### src/rtl/mmio_pkg.sv
// Shared definitions for the MMIO bus fabric: region codes and default widths.
// Latency: n/a (package only).
// Backpressure: n/a (package only).
package mmio_pkg;

  localparam int DEF_DW = 9;
  localparam int DEF_AW = 9;

  // Region code carried in the two top processor address bits.
  typedef enum logic [1:0] {
    REG_MEM  = 2'b00,
    REG_OUT  = 2'b01,
    REG_IN   = 2'b10,
    REG_NONE = 2'b11
  } region_e;

  // A write is legal only to SRAM or to an output register that exists.
  function automatic logic is_bad_write(input region_e region, input logic idx_ok);
    return (region == REG_IN) || (region == REG_NONE) ||
           ((region == REG_OUT) && !idx_ok);
  endfunction

endpackage

### src/rtl/mmio_bus_ctrl_sync_chain.sv
// sync_chain: multi-flop synchroniser for asynchronous inputs, no debounce.
// Latency: STAGES clk cycles from i_d to o_q.
// Backpressure: none; samples every cycle.
// Ports:
//   clk    system clock
//   reset  asynchronous active-high reset, clears every stage
//   i_d    asynchronous input, W bits
//   o_q    synchronised output, W bits
module sync_chain #(
  parameter int W      = 1,
  parameter int STAGES = 2
) (
  input  logic         clk,
  input  logic         reset,
  input  logic [W-1:0] i_d,
  output logic [W-1:0] o_q
);

  logic [STAGES-1:0][W-1:0] r_stg;

  always_ff @(posedge clk or posedge reset) begin
    if (reset) begin
      r_stg <= '0;
    end else begin
      r_stg <= {r_stg[STAGES-2:0], i_d};
    end
  end

  assign o_q = r_stg[STAGES-1];

endmodule

### src/rtl/mmio_bus_ctrl.sv
// mmio_bus_ctrl: address decode between processor bus, SRAM, output registers and input port.
// Latency: read data 1 cycle after address in every region; SRAM strobes are combinational.
// Backpressure: none; one access per cycle, illegal writes are dropped and flagged in bus_err.
// Ports:
//   clk, reset            system clock, asynchronous active-high reset
//   proc_addr/dout/wen    processor address, write data, write strobe
//   proc_din              read data, valid one cycle after proc_addr
//   mem_addr/wdata/wren   SRAM address, write data, write enable (combinational)
//   mem_q                 SRAM registered read data
//   out_regs              NUM_OUT output registers, register i at [i*DW +: DW]
//   in_raw, run_raw       asynchronous input pins and Run switch
//   run_sync              synchronised Run (level, or rising-edge pulse with RUN_PULSE_EN)
//   err_clr, bus_err      sticky illegal-write flag and its clear
// Build option: define RUN_PULSE_EN to turn run_sync into a one-cycle rising-edge pulse.
module mmio_bus_ctrl
  import mmio_pkg::*;
#(
  parameter int DW          = DEF_DW,
  parameter int AW          = DEF_AW,
  parameter int NUM_OUT     = 2,
  parameter int IN_W        = DW,
  parameter int SYNC_STAGES = 2
) (
  input  logic                  clk,
  input  logic                  reset,
  input  logic [AW-1:0]         proc_addr,
  input  logic [DW-1:0]         proc_dout,
  input  logic                  proc_wen,
  output logic [DW-1:0]         proc_din,
  output logic [AW-3:0]         mem_addr,
  output logic [DW-1:0]         mem_wdata,
  output logic                  mem_wren,
  input  logic [DW-1:0]         mem_q,
  output logic [NUM_OUT*DW-1:0] out_regs,
  input  logic [IN_W-1:0]       in_raw,
  input  logic                  run_raw,
  output logic                  run_sync,
  input  logic                  err_clr,
  output logic                  bus_err
);

  // NUM_OUT may equal 2**(AW-2), so the range compare needs one extra bit.
  localparam logic [AW-2:0] LP_NUM_OUT = (AW-1)'(NUM_OUT);

  region_e             w_region;
  logic [AW-3:0]       w_index;
  logic                w_idx_ok;
  logic                w_out_wr;
  logic                w_bad_wr;
  logic [DW-1:0]       w_rd_dat;
  logic [DW-1:0]       w_in_ext;
  logic [IN_W-1:0]     w_in_sync;
  logic                w_run_lvl;

  region_e             r_region;
  logic [AW-3:0]       r_index;
  logic                r_live;
  logic                r_bus_err;
  logic [NUM_OUT*DW-1:0] r_out_regs;

  // ---------------- decode ----------------
  assign w_region = region_e'(proc_addr[AW-1:AW-2]);
  assign w_index  = proc_addr[AW-3:0];
  assign w_idx_ok = ({1'b0, w_index} < LP_NUM_OUT);
  assign w_out_wr = proc_wen && (w_region == REG_OUT) && w_idx_ok;
  assign w_bad_wr = proc_wen && is_bad_write(w_region, w_idx_ok);

  assign mem_addr  = w_index;
  assign mem_wdata = proc_dout;
  assign mem_wren  = proc_wen && (w_region == REG_MEM);

  // ---------------- output registers ----------------
  always_ff @(posedge clk or posedge reset) begin
    if (reset) begin
      r_out_regs <= '0;
    end else if (w_out_wr) begin
      for (int i = 0; i < NUM_OUT; i++) begin
        if (w_index == (AW-2)'(i)) begin
          r_out_regs[i*DW +: DW] <= proc_dout;
        end
      end
    end
  end

  assign out_regs = r_out_regs;

  // ---------------- read path ----------------
  // Region/index are captured every cycle and the mux runs off the captured copy,
  // lining the other regions up with the SRAM's own one-cycle read latency.
  // r_live keeps proc_din at zero until the first edge after reset, since the
  // captured region resets to the SRAM code and mem_q is not ours to clear.
  always_ff @(posedge clk or posedge reset) begin
    if (reset) begin
      r_region <= REG_MEM;
      r_index  <= '0;
      r_live   <= 1'b0;
    end else begin
      r_region <= w_region;
      r_index  <= w_index;
      r_live   <= 1'b1;
    end
  end

  always_comb begin
    w_in_ext = '0;
    w_in_ext[IN_W-1:0] = w_in_sync;
  end

  // Output registers are read from their live value, so a read issued in the
  // cycle after (or the same cycle as) a write returns the new contents.
  always_comb begin
    w_rd_dat = '0;
    case (r_region)
      REG_MEM: w_rd_dat = mem_q;
      REG_OUT: begin
        for (int i = 0; i < NUM_OUT; i++) begin
          if (r_index == (AW-2)'(i)) begin
            w_rd_dat = r_out_regs[i*DW +: DW];
          end
        end
      end
      REG_IN:  w_rd_dat = w_in_ext;
      default: w_rd_dat = '0;
    endcase
  end

  assign proc_din = r_live ? w_rd_dat : '0;

  // ---------------- sticky error ----------------
  always_ff @(posedge clk or posedge reset) begin
    if (reset) begin
      r_bus_err <= 1'b0;
    end else if (w_bad_wr) begin
      r_bus_err <= 1'b1;   // set beats a simultaneous clear
    end else if (err_clr) begin
      r_bus_err <= 1'b0;
    end
  end

  assign bus_err = r_bus_err;

  // ---------------- synchronisers ----------------
  sync_chain #(.W(1), .STAGES(SYNC_STAGES)) u_run_sync (
    .clk   (clk),
    .reset (reset),
    .i_d   (run_raw),
    .o_q   (w_run_lvl)
  );

  sync_chain #(.W(IN_W), .STAGES(SYNC_STAGES)) u_in_sync (
    .clk   (clk),
    .reset (reset),
    .i_d   (in_raw),
    .o_q   (w_in_sync)
  );

`ifdef RUN_PULSE_EN
  logic r_run_prev;

  always_ff @(posedge clk or posedge reset) begin
    if (reset) begin
      r_run_prev <= 1'b0;
    end else begin
      r_run_prev <= w_run_lvl;
    end
  end

  assign run_sync = w_run_lvl & ~r_run_prev;
`else
  assign run_sync = w_run_lvl;
`endif

endmodule
### config.mk
export PLATFORM = sky130hd
export DESIGN_NAME = mmio_bus_ctrl
export DESIGN_NICKNAME = d
export VERILOG_FILES = /design/src/rtl/mmio_pkg.sv /design/src/rtl/mmio_bus_ctrl_sync_chain.sv /design/src/rtl/mmio_bus_ctrl.sv
export SDC_FILE = /design/constraint.sdc
export NUM_CORES = 1
export LEC_CHECK = 0
export CORE_MARGIN = 2
export CORE_UTILIZATION = 43
export CTS_BUF_LIST = sky130_fd_sc_hd__clkbuf_8
export CTS_CLUSTER_SIZE = 12
export DETAILED_ROUTE_END_ITERATION = 10
export PLACE_DENSITY_LB_ADDON = 0.1
export REMOVE_ABC_BUFFERS = 1
export SLEW_MARGIN = 40
export SYNTH_ARGS = -nofsm -noshare
export SYNTH_HDL_FRONTEND = slang
export SYNTH_SLANG_ARGS = --single-unit
### constraint.sdc
create_clock -name clk -period 2.4 [get_ports clk]
set_clock_uncertainty 0.05 [all_clocks]
set_input_delay 0.24 -clock clk [delete_from_list [all_inputs] [get_ports clk]]
set_output_delay 0.24 -clock clk [all_outputs]
set_load 0.02 [all_outputs]
==> results_dict.tcl, run 1 <==
set metrics [dict create \
    cp-end-kind "output port" \
    routedWlPerCell_um 15.8 \
    maxCapViolations 0 \
    required_ps 2110 \
    nNetsFinal 270 \
    min_period_over_period_pct 87.1 \
    hold_viol_final 0 \
    drtPass1Iterations 4 \
    reg2reg_depth 1 \
    crit_path_start "r_index[0]" \
    synth_commonest_cells "dfrtp_1, mux2_2, buf_4" \
    setup_violations 0 \
    dp_hpwl_um 3340 \
    grt_usage_pct 17.8 \
    drt_iter0_drc 63 \
    start_kind "register" \
    swShare_pct 25.0 \
    antenna_found_initial 0 \
    period_minus_slack_ps 2090 \
    power.share.combinational_pct 16.2 \
    portBuffers 86 \
    gp_congestion 0.791 \
    ys_top_cells_by_area "dfrtp_1, mux2_2, buf_4, mux2i_1, and4_1" \
    ir_worst_vdd_mv 0.375 \
    power.density_mw_per_mm2 529 \
    clock_latency_ps 290 \
    die_area_mm2 0.00539 \
    synth_top_area_share_pct 59.2 \
    syn_to_final_growth_pct 47.3 \
    p_leak_uw 0.00149 \
    ant_nets 0 \
    rsz0062_at_grt "no" \
    core_area_mm2 0.00469 \
    min_path_type "in -> async" \
    cts.hold.buffers_added 0 \
    crit_type "reg -> out" \
    globalRouteOverflowTotal 0 \
    cp.arrival_ps 1800 \
    synthFlopType "dfrtp_1" \
    synth_edf_count 0 \
    fp.dieH_um 73.4 \
    diodes 0 \
    clock_path_buffers 2 \
    fp-row-count 25 \
    synth_top_area_cell "dfrtp_1" \
    dr_total_vias 1452 \
    netlist_instances 147 \
    cts.sinks 49 \
    clk_pin_slew_ps 90 \
    grt_max_degree 50 \
    grt_first_pass_wirelength_um 7180 \
    seq_area_frac_synth_pct 59.2 \
    rr_startpoint "bus_err" \
    drv_slew 0 \
    fmax_ghz 0.478 \
    final_layout_size_suffix_gt1_share_pct 21.7 \
    start_util_pct 44.2 \
    fin_tns_setup_ps 0 \
    first_global_vias 1542 \
    synth_seq_cells 49 \
    yosysUniqueCellTypes 21 \
    htreeDepth 2 \
    yosys_warnings 0 \
    cts_root_buffer "clkbuf_8" \
    hold-worst-slack_ps 241 \
    p_clk_share_pct 29.0 \
    power.share.sequential_pct 54.7 \
    cts_tree "yes" \
    synthMostInstantiatedCell "dfrtp_1" \
    cts_inserted_buffers 5 \
    drc_errors 0 \
    cp_max_fo 7 \
    wirelength_um 4500 \
    viasPerCell 5.11 \
    syn_avg_cell_area_um2 14.1 \
    ioPinCount 87 \
    status "finished clean" \
    power.switching_uw 403 \
    syn_area_mm2 0.00207 \
    die_w_um 73.4 \
    async_flop_share_pct 100 \
    intPower_uw 1210 \
]
## critical path, cell delays in order (launching register included)
cell	delay, ps
dfrtp_2	440
buf_4	140
mux2_2	320
and4_1	200
o21a_1	190
dlymetal6s2s_1	200
## area by class of cell
| cell class | count | area, um2 |
|---|---|---|
| clock buffer | 5 | 68.8 |
| clock inverter | 3 | 18.8 |
| fill | 362 | 1640 |
| inverter | 2 | 7.51 |
| multi-input combinational | 76 | 698 |
| sequential | 49 | 1230 |
| tap | 54 | 67.6 |
| timing repair buffer | 95 | 963 |
## flip-flops by register name, summed over array words and instances (netlist names)
| signal | flops |
|---|---|
| bus_err | 1 |
| out_regs | 18 |
| r_index | 7 |
| r_live | 1 |
| r_region | 2 |
| u_in_sync.o_q | 9 |
| u_in_sync.r_stg | 9 |
| u_run_sync.o_q | 1 |
| u_run_sync.r_stg | 1 |
## worst paths after layout
| kind | to | slack [ps] |
|---|---|---|
| min in group clk | u_in_sync.o_q[1] | 300 |
| worst max register to register | bus_err | 1530 |
| worst max-delay path | proc_din[1] | 310 |
| max in group asynchronous | r_index[0] | 1830 |
| worst min register to register | u_in_sync.o_q[1] | 300 |
| worst min-delay path | u_in_sync.r_stg[3] | 240 |
## repair_timing
| action | 4_1_cts | 5_1_grt |
|---|---|---|
| setup buffers | 1 | 5 |
| gates resized for setup | 1 | 9 |
| pin swaps | 1 | 0 |
| endpoints found under the setup margin | 9 | 9 |
## logic make-up (layout without fill, tap and decap cells)
family / count (synthesis) / after routing / share of synthesized area (%)
other: 1 / 1 / 0.181
AND/OR/NAND/NOR: 28 / 28 / 10.5
flip-flops: 49 / 49 / 59.2
multiplexers: 36 / 36 / 19.0
buffers and inverters: 22 / 105 / 7.13
AO/OA/AOI/OAI: 11 / 11 / 3.99
## power by group through the flow
| stage | registers (uW) | clock network [uW] | logic [uW] |
|---|---|---|---|
| 3_3_place_gp | 898 | 0 | 255 |
| 5_1_grt | 889 | 522 | 282 |
| 3_5_place_dp | 901 | 0 | 259 |
| 2_1_floorplan | 911 | 0 | 64.2 |
| 6_report | 884 | 468 | 262 |
| 4_1_cts | 885 | 483 | 261 |
## per-stage QoR
step / cells / utilization, % / total power (uW) / cell area, um2 / worst slack (ps)
6_report: 284 / 65.0 / 1610 / 3050 / 310
5_1_grt: 284 / 65.0 / 1690 / 3050 / 242
4_1_cts: 279 / 63.8 / 1630 / 2990 / 7.01
3_5_place_dp: 270 / 61.7 / 1160 / 2900 / 230
3_3_place_gp: 270 / 61.7 / 1150 / 2900 / 220
2_1_floorplan: 127 / - / 975 / 1930 / 710
## layer usage
| metal | vias up | wire, um | GRT usage, % | share of wire [%] |
|---|---|---|---|---|
| met5 | - | 0 | 0 | 0 |
| met4 | 0 | 57 | 5.45 | 1.3 |
| met3 | 6 | 262 | 4.94 | 5.8 |
| met2 | 58 | 2380 | 31.1 | 53 |
| met1 | 714 | 1800 | 21.3 | 40 |
| li1 | 674 | - | - | - |
## placed cells by master, fill, tap and decap left out, types with 5 or more instances in the layout
cell type         n
and4_1            9
buf_4             8
clkbuf_8          5
clkdlybuf4s50_1  77
dfrtp_1          48
dlymetal6s2s_1    9
mux2_2           27
mux2i_1           9
nor2_1           10
o21a_1            9
No activity file was read; power rests on OpenSTA's default activity.
==> run 2, diff against run 1 <==
Settings changed: CORE_MARGIN 2 to 5, SLEW_MARGIN 40 to unset.
==> run 2 against run 1 <==
  * Register-to-register slack is essentially flat
  * Final area shrank 1.4%
  * Clock power shrank 4.7%
==> results_dict.tcl, run 2 (same netlist as run 1, synthesis figures left out) <==
set metrics [dict create \
    clock_path_buffers 2 \
    cts_tree "yes" \
    dr_total_vias 1401 \
    reg2reg_depth 1 \
    syn_to_final_growth_pct 45.2 \
    routedWlPerCell_um 15.9 \
    cp-end-kind "output port" \
    r2r_end "bus_err" \
    clock_latency_ps 290 \
    pre_cts_slack_ps 245 \
    die_area_mm2 0.00631 \
    grt_usage_pct 15.0 \
    period_minus_slack_ps 2010 \
    min_path_type "in -> async" \
    min_period_over_period_pct 83.9 \
    fp.dieH_um 79.4 \
    grt_max_degree 26 \
    fmax_ghz 0.496 \
    worst_pin_slew_ps 535 \
    final_cell_mix "clkdlybuf4s50_1, dfrtp_1, mux2_2" \
    cts_inserted_buffers 5 \
    cts.hold.buffers_added 0 \
    final_layout_size_suffix_gt1_share_pct 20.0 \
    power_uw 1580 \
    drt_iter0_drc 18 \
    diodes 0 \
    drc_errors 0 \
    stdcell_area_mm2 0.00301 \
    worst_slack_ps 385 \
    rsz0062_at_grt "no" \
    globalRouteOverflowTotal 0 \
    drtPass1Iterations 4 \
    fp-row-count 25 \
    wirelength_um 4430 \
    power.density_mw_per_mm2 526 \
    r2r_slack_ps 1530 \
    cts_root_buffer "clkbuf_8" \
    gp_congestion 0.699 \
    cp_max_fo 9 \
    dp_hpwl_um 3520 \
    drv_slew 0 \
    cp.arrival_ps 1720 \
    crit_family "flip-flops" \
    portBuffers 86 \
    fillCellCount 361 \
    viasPerCell 5.02 \
    cp_num_buf_inv 1 \
    clk_pin_slew_ps 80 \
    rr_startpoint "bus_err" \
    cts.sinks 49 \
    die_w_um 79.4 \
    setup_violations 0 \
    crit_cells 4 \
    hold_viol_final 0 \
    cp_slowest_cell "dfrtp_2" \
    htreeDepth 2 \
    antenna_found_initial 0 \
    crit_type "reg -> out" \
    p_leak_uw 0.00148 \
    fin_tns_setup_ps 0 \
    grt_first_pass_wirelength_um 7320 \
    cpPeakStageDelay_ps 490 \
    largest_reg_flops 18 \
    start_util_pct 44.2 \
    maxCapViolations 0 \
    nNetsFinal 265 \
    ioPinCount 87 \
    start_kind "register" \
    ant_nets 0 \
    relSlewSlack_pct 64.3 \
    status "finished clean" \
    hold-worst-slack_ps 252 \
    post_dp_cell_area_mm2 0.00290 \
    first_global_vias 1545 \
    core_area_mm2 0.00469 \
    ir_worst_vdd_mv 0.291 \
    required_ps 2110 \
    final_common_cell "clkdlybuf4s50_1" \
    worstPathCellList "mux2_2 -> and4_1 -> o21a_1 -> dlymetal6s2s_1" \
]
[run 2: cell count changes in the layout (fill, tap and decap cells not counted)]
cell	delta
clkinv_2	+2
buf_4	-5
clkinvlp_4	-2
[run 2: worst max path at each step]
| stage | startpoint | to | slack [ps] |
|---|---|---|---|
| floorplan | r_region[1] | proc_din[1] | 710 |
| global placement | r_index[0] | proc_din[3] | 280 |
| detailed placement | r_index[0] | proc_din[3] | 250 |
| CTS | r_index[0] | proc_din[6] | 20 |
| global route | r_index[0] | proc_din[8] | 300 |
| finish | r_index[0] | proc_din[7] | 390 |
[run 2: per-layer routing]
metal	global-route usage (%)	wire length (um)
met1	17.6	1750
met2	26.3	2330
met4	4.81	70
met3	4.40	288
met5	0	0
[run 2: area by class of cell]
class                   count  area [um2]  share of cell area [%]
clock inverters             3        13.8                   0.457
multi-input cells          76         698                    23.2
well taps                  54        67.6                    2.25
flip-flops and latches     49        1230                    40.8
inverters                   2        7.51                   0.249
repair buffers             90         926                    30.8
clock buffers               5        68.8                    2.29
[run 2: power by group]
part           leakage (uW)  switching [uW]  total [uW]  internal (uW)
Combinational      0.000817             110         254            144
Clock             0.0000491             248         446            198
Sequential         0.000610            23.5         884            860
Total               0.00148             382        1580           1200
[run 2: timing repair]
action	4_1_cts	5_1_grt
endpoints found under the setup margin	9	9
pin swaps	1	0
gates cloned	0	0
gates resized for setup	1	9
buffers inserted	1	0
[run 2: through the flow]
step,utilization [%],cells
global placement,61.7,270
detailed placement,61.7,270
global route,64.1,279
finish,64.1,279
CTS,63.7,279
floorplan,-,127
